===== config.mk =====
export PLATFORM = sky130hd
export DESIGN_NAME = mux_sel_sequencer
export DESIGN_NICKNAME = d
export VERILOG_FILES = /design/src/rtl/mux_sel_sequencer_pkg.sv /design/src/rtl/mux_sel_sequencer_dwell_counter.sv /design/src/rtl/mux_sel_sequencer.sv
export SDC_FILE = /design/constraint.sdc
export NUM_CORES = 1
export LEC_CHECK = 0
export ABC_AREA = 0
export CAP_MARGIN = 20
export CORE_UTILIZATION = 54
export CTS_BUF_LIST = sky130_fd_sc_hd__clkbuf_8
export DETAILED_ROUTE_END_ITERATION = 6
export GPL_TIMING_DRIVEN = 0
export PLACE_DENSITY = 0.85
export SETUP_SLACK_MARGIN = 0.1
export SLEW_MARGIN = 40
export SYNTH_ARGS = -nofsm -noshare
export SYNTH_HDL_FRONTEND = slang
export SYNTH_SLANG_ARGS = --single-unit
export TNS_END_PERCENT = 1

===== constraint.sdc =====
create_clock -name clk -period 4.35 [get_ports clk]
set_clock_uncertainty 0.05 [all_clocks]
set_input_delay 0.6525 -clock clk [delete_from_list [all_inputs] [get_ports clk]]
set_output_delay 0.6525 -clock clk [all_outputs]
set_load 0.01 [all_outputs]

===== src/rtl/mux_sel_sequencer_pkg.sv =====
// ---------------------------------------------------------------------------
// mux_sel_sequencer_pkg
//   Shared definitions for the mux select sequencer:
//     state_t       FSM state codes (IDLE=0, RUN=1, DONE=2)
//     MODE_ONESHOT  single sweep 0..3, then DONE
//     MODE_CONT     sweeps repeat until stop
//     NUM_CH        number of mux channels swept
//     LAST_CH       select value of the final channel in a sweep
// ---------------------------------------------------------------------------
package mux_sel_sequencer_pkg;

   typedef enum logic [1:0] {
      ST_IDLE = 2'd0,
      ST_RUN  = 2'd1,
      ST_DONE = 2'd2
   } state_t;

   localparam logic MODE_ONESHOT = 1'b0;
   localparam logic MODE_CONT    = 1'b1;

   localparam int         NUM_CH  = 4;
   localparam logic [1:0] LAST_CH = 2'(NUM_CH - 1);

endpackage


===== src/rtl/mux_sel_sequencer_dwell_counter.sv =====
// ---------------------------------------------------------------------------
// dwell_counter
//   Counts the cycles a channel has been held. The dwell length D is captured
//   on load (a dwell of 0 is stored as 1) and held until the next load.
//   Ports:
//     clk, rst_n  clock, asynchronous active-low reset
//     load        capture dwell into D and restart the count at 0
//     en          advance the count (the sequencer is in RUN)
//     dwell       requested cycles per channel
//     tc          terminal count: high while cnt == D-1 (channel's last cycle)
// ---------------------------------------------------------------------------
module dwell_counter
   import mux_sel_sequencer_pkg::*;
#(
   parameter int DWELL_W = 4
) (
   input  logic               clk,
   input  logic               rst_n,
   input  logic               load,
   input  logic               en,
   input  logic [DWELL_W-1:0] dwell,
   output logic               tc
);

   logic [DWELL_W-1:0] d_q;
   logic [DWELL_W-1:0] cnt_q;

   always_ff @(posedge clk or negedge rst_n) begin
      if (!rst_n) begin
         d_q   <= DWELL_W'(1);
         cnt_q <= '0;
      end else if (load) begin
         d_q   <= (dwell == '0) ? DWELL_W'(1) : dwell;
         cnt_q <= '0;
      end else if (en) begin
         // wrap on the last cycle so the next channel starts from 0
         cnt_q <= tc ? '0 : cnt_q + DWELL_W'(1);
      end else begin
         cnt_q <= '0;
      end
   end

   // D is never 0, so D-1 cannot underflow
   assign tc = (cnt_q == (d_q - DWELL_W'(1)));

endmodule


===== src/rtl/mux_sel_sequencer.sv =====
// ---------------------------------------------------------------------------
// mux_sel_sequencer
//   Steps a 4-to-1 mux select through channels 0..3, holding each channel for
//   a programmable dwell time, in one-shot or continuous mode. done pulses
//   for one cycle at the end of every complete sweep.
//
//   Optional feature macro: MUX_SEQ_CAPTURE_EN
//     When defined, the mux output g is sampled on the last dwell cycle of
//     channel k into result[k]; result is cleared by each accepted start.
//     When undefined, the g and result ports and the capture logic are absent.
//
//   Ports:
//     clk, rst_n  clock, asynchronous active-low reset
//     start       begin a sweep (honoured only in IDLE, and only if stop=0)
//     stop        abort, return to IDLE (wins over start)
//     mode        0 one-shot, 1 continuous; latched on accepted start
//     dwell       cycles per channel; latched on accepted start; 0 acts as 1
//     sel         mux select
//     sel_valid   high in RUN
//     busy        high in RUN and DONE
//     done        one-cycle pulse at the end of each full sweep
//     g, result   capture input / result word (MUX_SEQ_CAPTURE_EN only)
//     state_dbg   current FSM state code
//
//   Handshake: start is a level sampled on the clock edge; it is accepted only
//   when the block is in IDLE and stop is low, and is silently dropped
//   otherwise. All outputs come from registers; none depend combinationally
//   on the inputs.
// ---------------------------------------------------------------------------
module mux_sel_sequencer
   import mux_sel_sequencer_pkg::*;
#(
   parameter int DWELL_W = 4
) (
   input  logic               clk,
   input  logic               rst_n,
   input  logic               start,
   input  logic               stop,
   input  logic               mode,
   input  logic [DWELL_W-1:0] dwell,
   output logic [1:0]         sel,
   output logic               sel_valid,
   output logic               busy,
   output logic               done,
`ifdef MUX_SEQ_CAPTURE_EN
   input  logic               g,
   output logic [3:0]         result,
`endif
   output logic [1:0]         state_dbg
);

   state_t     state_q;
   state_t     state_n;
   logic [1:0] sel_n;
   logic       done_n;
   logic       mode_q;
   logic       load;
   logic       tc;
   logic       cnt_en;

   dwell_counter #(
      .DWELL_W (DWELL_W)
   ) u_dwell_counter (
      .clk   (clk),
      .rst_n (rst_n),
      .load  (load),
      .en    (cnt_en),
      .dwell (dwell),
      .tc    (tc)
   );

   assign cnt_en = (state_q == ST_RUN);

   // ---------------- state and output registers ----------------
   always_ff @(posedge clk or negedge rst_n) begin
      if (!rst_n) begin
         state_q <= ST_IDLE;
         sel     <= 2'd0;
         done    <= 1'b0;
         mode_q  <= MODE_ONESHOT;
      end else begin
         state_q <= state_n;
         sel     <= sel_n;
         done    <= done_n;
         if (load) begin
            mode_q <= mode;
         end
      end
   end

   // ---------------- next state ----------------
   always_comb begin
      state_n = state_q;
      sel_n   = sel;
      done_n  = 1'b0;
      load    = 1'b0;

      case (state_q)
         ST_IDLE: begin
            sel_n = 2'd0;
            if (start && !stop) begin
               state_n = ST_RUN;
               load    = 1'b1;
            end
         end

         ST_RUN: begin
            if (stop) begin
               // aborted sweeps never produce done
               state_n = ST_IDLE;
               sel_n   = 2'd0;
            end else if (tc) begin
               if (sel == LAST_CH) begin
                  sel_n  = 2'd0;
                  done_n = 1'b1;
                  // continuous mode wraps in place; done lands on the first
                  // cycle of the next sweep, same timing as the DONE state
                  if (mode_q == MODE_ONESHOT) begin
                     state_n = ST_DONE;
                  end
               end else begin
                  sel_n = sel + 2'd1;
               end
            end
         end

         ST_DONE: begin
            // single-cycle state; stop here has the same effect as not
            state_n = ST_IDLE;
            sel_n   = 2'd0;
         end

         default: begin
            state_n = ST_IDLE;
            sel_n   = 2'd0;
         end
      endcase
   end

   assign sel_valid = (state_q == ST_RUN);
   assign busy      = (state_q != ST_IDLE);
   assign state_dbg = state_q;

`ifdef MUX_SEQ_CAPTURE_EN
   // Sample on the channel's last dwell cycle so the mux output has settled.
   always_ff @(posedge clk or negedge rst_n) begin
      if (!rst_n) begin
         result <= 4'd0;
      end else if (load) begin
         result <= 4'd0;
      end else if ((state_q == ST_RUN) && tc) begin
         result[sel] <= g;
      end
   end
`endif

endmodule


==> impl_metrics.yaml <==
power_and_ir_drop:
  powerDensity_nw_per_um2: 385.4
  irDropWorstVdd_uv: 233.0
  p_leak_nw: 0.4145
yosys:
  synth_xor_area_share_pct: 10.68
  syn_nets: 72
  synth_edf_count: 0
  synth_adder_area_share_pct: 5.338
  synth_mux_area_share_pct: 6.228
  synth-simple-area-share_pct: 20.82
  avgSynthCellArea_um2: 11.72
  synthCells: 60
  seq_area_frac_synth_pct: 50.00
  ys.flop_type: "dfrtp_1"
  synth_seq_cells: 14
  ys_types: 26
  synth_top_family_by_area: "simple AND/OR/NAND/NOR gates"
  synth_compound_area_share_pct: 5.338
  synth_warnings: 0
  syn_area_um2: 703.2
  async_reset_ff_share_pct: 100.0
placement:
  post_dp_cell_area_um2: 870.8
  hpwl_um: 1040
  routabilityCongestion: 0.6853
  io_buffers: 15
  dp_cells: 89
worst_hold_path:
  hold_start: "u_dwell_counter.cnt_q[0]"
  hold-path-cell-count: 1
  hold_end: "u_dwell_counter.cnt_q[0]"
  min_path_type: "reg -> reg"
clock_network:
  cts_buffers: 3
  ctsHoldBuffers: 0
  cts_setup_buffers: 0
  cts.sinks: 14
  postCtsResizedCells: 0
  root_buffer: "clkbuf_8"
  clk_pin_slew_worst_paths_ns: 0.06
  cts_buffer_depth: 2
  cts_htree_levels: 1
  clk_latency_ns: 0.24
  cts_tree: "built"
timing:
  maxSlewViolCount: 0
  finalHoldViolations: 0
  rsz0062_at_grt: "false"
  tightest_slew_ns: 0.6238
  slew_headroom_pct: 58.28
  period_minus_slack_ns: 2.248
  period_share_pct: 51.68
  fmaxAchievable_ghz: 0.4448
  tns_ns: 0
  setup_viol: 0
worst_setup_path:
  r2r_end: "sel[0]"
  cp.buffers_inverters: 2
  cp-start-kind: "flop"
  setup.worst_path.end_class: "primary output"
  critPathKind: "reg -> out"
  required_ns: 3.65
  arrival_ns: 1.55
  cpMaxStageDelayCell: "clkdlybuf4s50_1"
  max_stage_delay_ns: 0.53
  rr_worst_depth: 6
  cp_top_family: "buffers and inverters"
  rrSetupSlack_ns: 2.50
  rr_startpoint: "u_dwell_counter.d_q[0]"
  critPathMaxFanout: 5
  path_cells: "nand2b_1 > inv_1 > clkdlybuf4s50_1"
drt:
  viasPerCell: 5.538
  drt_drc_violations_left: 0
  first_pass_iters: 4
  ant_nets: 0
  wl_per_cell_um: 15.46
  drt_iter0_markers: 3
  routed_wl_um: 1438
  via_count: 515
  dr.max_layer_used: "met4"
  met2_length_um: 791
  met1_length_um: 578
  dr_wl_met3_um: 59
die:
  io_pins: 16
  std_cell_rows: 12
  die_height_um: 38.09
  dieArea_um2: 1450
  core-area_um2: 1156
  fp.dieW_um: 38.09
  initial_utilization_pct: 60.82
final_layout:
  fin_cells: 93
  finalInstanceArea_um2: 925.9
  drive_above_1_share_pct: 15.19
  layout_common_cells: "clkdlybuf4s50_1, dfrtp_1, nor3_1, o21ai_0"
  layout_commonest_cell: "clkdlybuf4s50_1"
  fin_nets: 92
  num_antenna_cells: 0
  syn2layout_area_growth_pct: 31.67
grt:
  grt_usage_pct: 24.25
  antenna_found_initial: 0
  grt.overflow.total: 0
  grt_max_degree: 15
  grt_pass1_vias: 536
  grt_pass1_wl_um: 2297
outcome:
  outcome: "finished clean"
job:
  cap_violations: 0
-- through the flow --
stage / hold slack, ns / worst slack (ns) / power [mW] / util [%]
6_report: 0.4829 / 2.102 / 0.3569 / 80.09
5_1_grt: 0.5036 / 2.037 / 0.3735 / 80.09
4_1_cts: 0.4854 / 2.103 / 0.3605 / 80.09
3_5_place_dp: 0.4765 / 2.190 / 0.2343 / 75.32
3_3_place_gp: 0.4608 / 2.222 / 0.2298 / 75.32
2_1_floorplan: 0.3069 / 2.667 / 0.2071 / -
-- synth_stat cells, drive strengths merged, types with 2 or more instances --
cell / instances / share of area [%]
dfrtp: 13 / 46
ha: 3 / 5.3
inv: 3 / 1.6
mux2: 3 / 4.8
nand2: 4 / 2.1
nand3: 2 / 2.1
nor2: 3 / 2.7
nor3: 5 / 3.6
o21ai: 5 / 3.6
xnor2: 3 / 3.7
xor2: 3 / 3.7
-- metal layers --
layer	global-route usage, %	vias up
met5	0	-
met4	13.39	0
met3	3.488	2
met2	45.76	18
met1	25.00	245
li1	-	250
-- where the power goes --
part / total (mW) / switching, mW / leakage, nW / internal [mW]
clock: 0.124 / 0.0442 / 0.0288 / 0.0800
combinational: 0.0769 / 0.0377 / 0.205 / 0.0392
sequential: 0.156 / 0.0117 / 0.181 / 0.144
-- flip-flops by register name, indices dropped and copies added (netlist names) --
name,count
done,1
sel,2
u_dwell_counter.d_q,4
state_dbg,2
u_dwell_counter.cnt_q,4
mode_q,1
-- how the worst max path moves through the flow --
| stage | start | end | slack (ns) | cells past startpoint |
|---|---|---|---|---|
| after global placement | stop | u_dwell_counter.d_q[3] | 2.22 | 3 |
| after CTS | state_dbg[1] | sel_valid | 2.10 | 3 |
| after floorplan | u_dwell_counter.d_q[0] | sel[0] | 2.67 | 6 |
| final | state_dbg[1] | sel_valid | 2.10 | 3 |
| after global routing | state_dbg[1] | sel_valid | 2.04 | 3 |
| after detailed placement | stop | mode_q | 2.19 | 3 |
-- kinds of logic (layout without fill, tap and decap cells) --
kind of cell / after synthesis / count (layout)
AND/OR/NAND/NOR: 22 / 22
flip-flops: 14 / 14
AO/OA/AOI/OAI: 7 / 7
XOR/XNOR: 7 / 7
multiplexers: 4 / 4
adder cells (fa/ha/maj): 3 / 3
buffers and inverters: 3 / 22
-- area by class of cell --
class / count / area (um2)
Sequential cell: 14 / 351.6
Multi-Input combinational cell: 43 / 340.3
Fill cell: 73 / 230.2
Timing Repair Buffer: 15 / 150.1
Clock buffer: 4 / 55.05
Tap cell: 14 / 17.52
Inverter: 3 / 11.26
No activity file was read; power rests on OpenSTA's default activity.
